$ cat src/rtl/fetch_pc_sequencer.sv
// IF-stage PC owner: picks next PC, fetches from imem into IF/ID,
// skids one instruction under stall and squashes wrong-path fetches.
//
// Ports:
//   clk, reset            clock, async active-low reset
//   inStall               ID cannot take a new instruction
//   inBranchTaken/Target  EX-stage taken branch and its target
//   inJr/inJrTarget       ID-stage register jump and its target
//   inJump/inJumpIndex    ID-stage J/JAL and its 26-bit index
//   outImemReq/Addr       fetch request and address
//   inImemAck/Data        fetch return handshake and instruction
//   outInstr/PostPc/Valid IF/ID register contents
//   outFlushID            one-cycle pulse per redirect
module fetch_pc_sequencer #(
    parameter logic [31:0] RESET_PC = 32'h0000_0000
) (
    input  logic        clk,
    input  logic        reset,
    input  logic        inStall,
    input  logic        inBranchTaken,
    input  logic [31:0] inBranchTarget,
    input  logic        inJr,
    input  logic [31:0] inJrTarget,
    input  logic        inJump,
    input  logic [25:0] inJumpIndex,
    output logic        outImemReq,
    output logic [31:0] outImemAddr,
    input  logic        inImemAck,
    input  logic [31:0] inImemData,
    output logic [31:0] outInstr,
    output logic [31:0] outPostPc,
    output logic        outValid,
    output logic        outFlushID
);

    localparam logic [1:0] S_IDLE = 2'd0;
    localparam logic [1:0] S_REQ  = 2'd1;
    localparam logic [1:0] S_SKID = 2'd2;

    logic [1:0]  r_state;
    logic [31:0] r_pc;
    logic        r_pending;
    logic [31:0] r_pendTarget;
    logic [31:0] r_skidInstr;
    logic [31:0] r_skidPc;
    logic [31:0] r_instr;
    logic [31:0] r_postPc;
    logic        r_valid;
    logic        r_flush;

    logic        w_redirect;
    logic [31:0] w_target;
    logic [31:0] w_pcInc;
    logic        w_slotFree;
    logic        w_unused_bits;

    assign w_redirect = inBranchTaken | inJr | inJump;
    assign w_pcInc    = r_pc + 32'd4;
    // IF/ID can take new data if empty or being consumed this cycle
    assign w_slotFree = !r_valid || !inStall;
    // Low target bits are forced to 00, so the raw ones are dropped
    assign w_unused_bits = ^{inBranchTarget[1:0], inJrTarget[1:0]};

    // Priority: branch > jr > jump
    always_comb begin
        w_target = {r_postPc[31:28], inJumpIndex, 2'b00};
        if (inBranchTaken)
            w_target = {inBranchTarget[31:2], 2'b00};
        else if (inJr)
            w_target = {inJrTarget[31:2], 2'b00};
    end

    always_ff @(posedge clk or negedge reset) begin
        if (!reset) begin
            r_state      <= S_IDLE;
            r_pc         <= RESET_PC;
            r_pending    <= 1'b0;
            r_pendTarget <= 32'd0;
            r_skidInstr  <= 32'd0;
            r_skidPc     <= 32'd0;
            r_instr      <= 32'd0;
            r_postPc     <= 32'd0;
            r_valid      <= 1'b0;
            r_flush      <= 1'b0;
        end else begin
            r_flush <= w_redirect;
            unique case (r_state)
                S_IDLE: begin
                    r_state <= S_REQ;
                    r_valid <= 1'b0;
                    if (w_redirect)
                        r_pc <= w_target;
                end
                S_REQ: begin
                    if (inImemAck) begin
                        if (w_redirect) begin
                            // wrong-path data: go straight to target
                            r_pc      <= w_target;
                            r_pending <= 1'b0;
                            r_valid   <= 1'b0;
                        end else if (r_pending) begin
                            // ack belongs to the pre-redirect address
                            r_pc      <= r_pendTarget;
                            r_pending <= 1'b0;
                            r_valid   <= r_valid && inStall;
                        end else if (w_slotFree) begin
                            r_instr  <= inImemData;
                            r_postPc <= w_pcInc;
                            r_valid  <= 1'b1;
                            r_pc     <= w_pcInc;
                        end else begin
                            r_skidInstr <= inImemData;
                            r_skidPc    <= w_pcInc;
                            r_pc        <= w_pcInc;
                            r_state     <= S_SKID;
                        end
                    end else if (w_redirect) begin
                        // address must stay stable until ack
                        r_pending    <= 1'b1;
                        r_pendTarget <= w_target;
                        r_valid      <= 1'b0;
                    end else begin
                        r_valid <= r_valid && inStall;
                    end
                end
                S_SKID: begin
                    if (w_redirect) begin
                        r_pc    <= w_target;
                        r_valid <= 1'b0;
                        r_state <= S_REQ;
                    end else if (!inStall) begin
                        r_instr  <= r_skidInstr;
                        r_postPc <= r_skidPc;
                        r_valid  <= 1'b1;
                        r_state  <= S_REQ;
                    end
                end
                default: begin
                    r_state <= S_IDLE;
                end
            endcase
        end
    end

    assign outImemReq  = (r_state == S_REQ);
    assign outImemAddr = r_pc;
    assign outInstr    = r_instr;
    assign outPostPc   = r_postPc;
    assign outValid    = r_valid;
    assign outFlushID  = r_flush;

endmodule

$ cat config.mk
export PLATFORM = sky130hd
export DESIGN_NAME = fetch_pc_sequencer
export DESIGN_NICKNAME = d
export VERILOG_FILES = /design/src/rtl/fetch_pc_sequencer.sv
export SDC_FILE = /design/constraint.sdc
export NUM_CORES = 1
export LEC_CHECK = 0
export CAP_MARGIN = 10
export CELL_PAD_IN_SITES_DETAIL_PLACEMENT = 0
export CELL_PAD_IN_SITES_GLOBAL_PLACEMENT = 1
export CORE_ASPECT_RATIO = 1.5
export CORE_MARGIN = 2
export CORE_UTILIZATION = 38
export CTS_CLUSTER_DIAMETER = 50
export DETAILED_ROUTE_END_ITERATION = 10
export MAX_ROUTING_LAYER = met4
export PLACE_DENSITY = 0.85
export SLEW_MARGIN = 20
export SYNTH_ARGS = -nofsm -noshare
export SYNTH_HDL_FRONTEND = slang
export SYNTH_SLANG_ARGS = --single-unit
export TNS_END_PERCENT = 1
$ cat constraint.sdc
create_clock -name clk -period 2.4 [get_ports clk]
set_input_delay 0.48 -clock clk [delete_from_list [all_inputs] [get_ports clk]]
set_output_delay 0.48 -clock clk [all_outputs]
set_load 0.01 [all_outputs]
==> results of run 1 <==
## per-stage QoR
step	cells	hold WS, ns	utilization
floorplan	1053	0.1844	-
global placement	1576	0.4536	0.5001
detailed placement	1576	0.4528	0.5001
CTS	1609	0.4470	0.5232
global route	1609	0.4770	0.5233
finish	1609	0.4737	0.5233
## final cells by class
| class | instances | area, µm² | share of cell area |
|---|---|---|---|
| multi-input cells | 775 | 4568 | 0.3497 |
| clock inverters | 15 | 140.1 | 0.01073 |
| clock buffers | 17 | 425.4 | 0.03256 |
| repair buffers | 276 | 2756 | 0.2110 |
| well taps | 328 | 410.4 | 0.03141 |
| inverters | 9 | 33.78 | 0.002586 |
| flip-flops and latches | 189 | 4730 | 0.3620 |
## cell usage after synthesis (2+ instances only)
master	instances
a21o_1	3
a21oi_1	27
a221o_1	3
a22o_1	4
a2bb2oi_1	2
a31oi_1	10
and2_1	3
and3_1	3
and4_1	5
buf_1	4
buf_2	15
buf_4	5
clkbuf_1	56
dfrtp_1	189
ha_1	5
inv_1	7
mux2_2	25
mux2i_1	69
nand2_1	259
nand3_1	29
nand4_1	12
nand4b_1	7
nor2_1	40
nor3_1	18
nor3_2	2
nor4_2	5
o211ai_1	18
o211ai_2	2
o21a_1	9
o21ai_0	139
o21ai_1	13
o22a_1	8
o311ai_0	2
o31ai_1	5
or3_1	2
or4_1	2
xnor2_1	11
xor2_1	12
## power groups by stage
stage	Sequential (mW)	Clock (mW)	Combinational [mW]
after global routing	4.99	2.95	5.44
after global placement	4.88	0	4.93
after CTS	4.85	2.84	5.03
after detailed placement	4.92	0	5.01
final	4.85	2.75	4.98
after floorplan	5.15	0	2.02
## cells by family after synthesis
logic type	after synthesis	synth area share
AND/OR/NAND/NOR	394	0.1831
adder cells (fa/ha/maj)	5	0.006503
AO/OA/AOI/OAI	253	0.1549
other	1	0.0003898
XOR/XNOR	24	0.02263
buffers and inverters	89	0.03863
multiplexers	95	0.1022
flip-flops	189	0.4916
## placed cells by master, fill, tap and decap left out, types with 8 or more instances in the layout
cell             synthesis  routed
nand4_1                 12      12
clkbuf_16                0      17
clkdlybuf4s50_1          0     215
xnor2_1                 11      11
nor3_1                  18      18
nor2_1                  40      40
o21ai_0                139     139
nand3_1                 29      29
buf_4                    5      45
o21a_1                   9       9
xor2_1                  12      12
buf_12                   0      11
mux2_2                  25      25
o22a_1                   8       8
mux2i_1                 69      69
nand2_1                259     258
a31oi_1                 10      10
o21ai_1                 13      13
a21oi_1                 27      27
o211ai_1                18      18
dfrtp_1                189     189
## registers in the layout, indices dropped and copies added (netlist names)
| signal | cells |
|---|---|
| outFlushID | 1 |
| outImemAddr | 30 |
| outInstr | 32 |
| outPostPc | 30 |
| outValid | 1 |
| r_pendTarget | 30 |
| r_pending | 1 |
| r_skidInstr | 32 |
| r_skidPc | 30 |
| r_state | 2 |
## per-layer routing
metal,up-vias,wire (µm),GRT usage
li1,4112,-,-
met3,46,948,0.02829
met2,222,12850,0.3426
met5,-,0,-
met1,3894,11100,0.2427
met4,0,976,0.09299
## how the worst min path moves through the flow
stage	startpoint	endpoint	slack, ns	depth (start not counted)
detailed placement	reset	outImemAddr[29]$_DFFE_PN0P_	0.45	1
global placement	r_skidPc[13]$_DFFE_PN0P_	r_skidPc[13]$_DFFE_PN0P_	0.45	2
global route	inJr	outFlushID$_DFF_PN0_	0.48	4
CTS	inJr	outFlushID$_DFF_PN0_	0.45	4
finish	r_skidInstr[4]$_DFFE_PN0P_	r_skidInstr[4]$_DFFE_PN0P_	0.47	2
floorplan	reset	outFlushID$_DFF_PN0_	0.18	0
## timing repair
item	4_1_cts	5_1_grt
hold endpoints to repair	28	0
endpoints found under the setup margin	1	1
gates resized for setup	1	1
hold buffers	1	0
==> results.py, run 1 <==
metrics = {
    "clock_tree": {
        "cts_made_buffers": 17,
        "clockBufferDepth": 2,
        "clock_latency_ns": 0.44,
        "cts_tree": "done",
        "clkSinkCount": 189,
        "ctsRootBufferMaster": "clkbuf_16",
        "h-tree-depth": 4,
        "post_cts_buffers": 0,
        "path_clk_slew_ns": 0.07,
    },
    "synth": {
        "ys_warn_count": 0,
        "synthArstFlopShare": 1.000,
        "synth_area_um2": 9620,
        "syn_inst": 1050,
        "synth_top_area_cell": "dfrtp_1",
        "ys_types": 58,
        "synth_area_leaders": "dfrtp_1 (49%), nand2_1 (10%), o21ai_0 (7.2%), mux2i_1 (7.2%), mux2_2 (2.9%)",
        "ys_seq_area_frac": 0.4916,
        "synth_top_flop_cell": "dfrtp_1",
        "synth-edff-count": 0,
        "avgSynthCellArea_um2": 9.162,
        "ys_seq_elements": 189,
        "synth_top_area_share": 0.4916,
    },
    "power_and_ir_drop": {
        "switching_share": 0.3518,
        "intPower_mw": 8.153,
        "clockPowerShare": 0.218,
        "power.total_mw": 12.58,
        "powerDensity_nw_per_um2": 962.8,
        "power.switching_mw": 4.424,
        "p_leak_nw": 5.655,
        "power_frac_comb": 0.396,
        "p_seq_frac": 0.385,
        "peakVddDrop_mv": 0.5964,
    },
    "route": {
        "routed_wl_um": 25880,
        "dr.pass1.iters": 5,
        "ant_nets": 0,
        "vias": 8274,
        "drc": 0,
        "viasPerCell": 5.142,
        "drt-initial-drc-count": 386,
        "wl_per_cell_um": 16.08,
    },
    "setup_path": {
        "arrival_ns": 1.66,
        "end_kind": "primary output",
        "timing.critical_path.to": "outImemAddr[19]",
        "critPathMaxFanout": 10,
        "timing.rr.start": "r_state[1]$_DFFE_PN0P_",
        "crit_slowest_cell": "clkdlybuf4s50_1",
        "worstReg2RegEnd": "outPostPc[7]$_DFFE_PN0P_",
        "path_class": "flip-flop to primary output",
        "r2r_cells": 7,
        "cp_top_family": "buffers and inverters",
        "reg2reg_slack_ns": 0.29,
        "crit_required_ns": 1.92,
        "worst-path-buf-inv": 1,
        "worstPathCellList": "clkdlybuf4s50_1",
        "cp-startpoint": "outImemAddr[19]$_DFFE_PN0P_",
        "worst-path-stages": 1,
        "cp_slowest_stage_delay_ns": 0.66,
        "start_kind": "flip-flop",
    },
    "final_layout": {
        "drive_above_1_share": 0.1062,
        "fillCellCount": 2314,
        "area_delta_synth_final_pct": 35.79,
        "fin_nets": 1402,
        "design_area_um2": 13060,
        "antennaDiodeCount": 0,
    },
    "floorplanning": {
        "die_x_um": 133.9,
        "start_util": 0.3854,
        "core_um2": 24960,
        "num_io_pins": 228,
        "dieArea_um2": 26630,
        "dieHeight_um": 198.9,
        "row_count": 71,
    },
    "grt": {
        "grtUsageTotal": 0.2038,
        "grt_max_degree": 57,
        "first_global_vias": 7992,
        "overflow": 0,
        "grt_pass1_wl_um": 41590,
        "antenna_found_initial": 0,
    },
    "sta": {
        "rsz0062_at_grt": "false",
        "timing.final.crit_share": 0.8928,
        "finalHoldViolCount": 0,
        "drv_slew": 0,
        "layout_setup_ws_ns": 0.2573,
        "slew_headroom": 0.6247,
        "setup_viol": 0,
        "finalCriticalPeriod_ns": 2.143,
        "finClkSkew_ns": 0.008791,
        "max_slew.worst_pin.slew_ns": 0.5630,
        "fin_setup_tns_ns": 0,
        "fmax_ghz": 0.4667,
    },
    "place": {
        "place_congestion": 0.8809,
        "pre_cts_ws_ns": 0.1027,
        "dpl.hpwl_um": 19400,
        "placed_area_um2": 12480,
        "place.port_buffers": 219,
    },
    "outcome": {
        "status": "finished clean",
    },
    "min_path": {
        "hold_class": "flip-flop to flip-flop",
    },
    "run": {
        "cap_violations": 0,
    },
}
(Power assumes the default switching activity.)
==> inputs of run 2 (changes only) <==
--- a/config.mk
+++ b/config.mk
@@ -10,11 +10,12 @@
 export CELL_PAD_IN_SITES_GLOBAL_PLACEMENT = 1
 export CORE_ASPECT_RATIO = 1.5
 export CORE_MARGIN = 2
-export CORE_UTILIZATION = 38
+export CORE_UTILIZATION = 48
 export CTS_CLUSTER_DIAMETER = 50
 export DETAILED_ROUTE_END_ITERATION = 10
+export DONT_BUFFER_PORTS = 1
 export MAX_ROUTING_LAYER = met4
-export PLACE_DENSITY = 0.85
+export PLACE_DENSITY = 0.84
 export SLEW_MARGIN = 20
 export SYNTH_ARGS = -nofsm -noshare
 export SYNTH_HDL_FRONTEND = slang
==> results.py, run 2 (synthesis results as in run 1) <==
metrics = {
    "clock_tree": {
        "post_cts_buffers": 0,
        "clkSinkCount": 189,
        "cts_tree": "done",
        "h-tree-depth": 4,
        "cts_made_buffers": 17,
        "clockBufferDepth": 2,
        "clock_latency_ns": 0.44,
        "path_clk_slew_ns": 0.07,
        "ctsRootBufferMaster": "clkbuf_16",
    },
    "sta": {
        "drv_slew": 0,
        "rsz0062_at_grt": "false",
        "fin_setup_tns_ns": 0,
        "timing.final.crit_share": 0.9004,
        "finalHoldViolCount": 189,
        "setup_viol": 0,
        "whs_ns": -0.2684,
        "finalCriticalPeriod_ns": 2.161,
        "fmax_ghz": 0.4627,
        "slew_headroom": 0.5446,
        "max_slew.worst_pin.slew_ns": 0.6830,
        "finClkSkew_ns": 0.006765,
    },
    "grt": {
        "grt_max_degree": 190,
        "grtUsageTotal": 0.2351,
        "grt_use_met2": 0.3819,
        "grt_pass1_wl_um": 38360,
        "met1_usage": 0.2871,
        "overflow": 0,
        "first_global_vias": 7156,
        "grt_use_met3": 0.05816,
        "antenna_found_initial": 0,
        "grt.busiest_layer": "met2",
    },
    "final_layout": {
        "fillCellCount": 1818,
        "area_delta_synth_final_pct": 11.64,
        "seqCellArea_um2": 4730,
        "layoutNonFillerInstCount": 1312,
        "layout_common_cells": "nand2_1 (258), dfrtp_1 (189), o21ai_0 (139)",
        "drive_above_1_share": 0.1169,
        "mostFrequentLayoutCell": "nand2_1",
        "multiInputGateArea_um2": 4577,
        "antennaDiodeCount": 0,
        "fin_nets": 1173,
    },
    "route": {
        "viasPerCell": 5.662,
        "drt-initial-drc-count": 451,
        "wl_per_cell_um": 18.10,
        "routed_wl_um": 23750,
        "dr.pass1.iters": 4,
        "vias": 7428,
        "drc": 0,
        "ant_nets": 0,
    },
    "place": {
        "place_congestion": 0.8988,
        "place.port_buffers": 0,
        "dpl.hpwl_um": 16880,
        "placed_cells": 1280,
    },
    "setup_path": {
        "arrival_ns": 2.49,
        "path_class": "flip-flop to flip-flop",
        "r2r_cells": 7,
        "end_kind": "flip-flop",
        "worst-path-buf-inv": 2,
        "critPathMaxFanout": 10,
        "crit_required_ns": 2.73,
        "cp_slowest_stage_delay_ns": 0.51,
        "worst-path-stages": 7,
        "crit_slowest_cell": "dfrtp_1",
        "start_kind": "flip-flop",
        "worstPathCellList": "inv_1 -> ha_4 -> o21ai_0 -> a22o_1 -> and2_1 -> buf_4 -> mux2_2",
        "cp_top_family": "flip-flops",
    },
    "floorplanning": {
        "row_count": 63,
        "start_util": 0.4882,
        "num_io_pins": 228,
        "core_um2": 19710,
        "die_x_um": 119.6,
        "dieHeight_um": 177.4,
        "dieArea_um2": 21220,
    },
    "min_path": {
        "hold_class": "input port to async pin",
    },
    "outcome": {
        "status": "complete, but fails checks",
        "violations": "negative hold slack",
    },
    "power_and_ir_drop": {
        "p_leak_nw": 4.791,
        "peakVddDrop_mv": 0.4832,
        "powerDensity_nw_per_um2": 1051,
    },
    "run": {
        "cap_violations": 0,
    },
}
-- run 2: timing repair --
item / in CTS / in global routing
resized for setup: 0 / 2
hold endpoints to repair: 189 / 189
setup endpoints to repair: 0 / 10
-- run 2: stage by stage --
step | utilization | hold slack (ns) | cell area, µm² | power, mW | setup WS [ns]
2_1_floorplan | - | 0.1844 | 9632 | 7.168 | 0.3077
3_3_place_gp | 0.5123 | 0.1909 | 10090 | 8.180 | 0.1805
3_5_place_dp | 0.5123 | 0.1901 | 10090 | 8.287 | 0.1455
4_1_cts | 0.5444 | -0.2868 | 10730 | 11.37 | 0.1234
5_1_grt | 0.5450 | -0.2978 | 10740 | 11.98 | 0.04726
6_report | 0.5450 | -0.2684 | 10740 | 11.29 | 0.2389
-- run 2: worst paths after layout --
| check | startpoint | endpoint | slack, ns |
|---|---|---|---|
| hold / removal | reset | r_skidInstr[9]$_DFFE_PN0P_ | -0.27 |
| hold reg to reg | r_skidInstr[5]$_DFFE_PN0P_ | r_skidInstr[5]$_DFFE_PN0P_ | 0.47 |
| setup reg to reg | r_state[0]$_DFFE_PN0P_ | outPostPc[8]$_DFFE_PN0P_ | 0.24 |
| min in group clk | inImemAck | r_pending$_DFFE_PN0P_ | 0.12 |
| setup / recovery | r_state[0]$_DFFE_PN0P_ | outPostPc[8]$_DFFE_PN0P_ | 0.24 |
| max in group asynchronous | reset | outImemAddr[7]$_DFFE_PN0P_ | 2.41 |
-- run 2: metal layers --
layer,vias to the layer above,part of all wire
li1,3637,-
met1,3531,0.42
met2,224,0.49
met3,36,0.065
met4,0,0.023
met5,-,0
-- run 2: layout make-up --
type	instances	share of cell area
sequential	189	0.4404
timing repair buffer	47	0.04101
multi-input combinational	775	0.4261
inverter	9	0.003145
clock buffer	18	0.03996
tap	260	0.03029
clock inverter	14	0.01911
-- run 2: where the power goes --
part	internal, mW	switching [mW]
sequential	4.14	1.09
clock	1.77	1.29
combinational	1.27	1.73
total	7.18	4.11
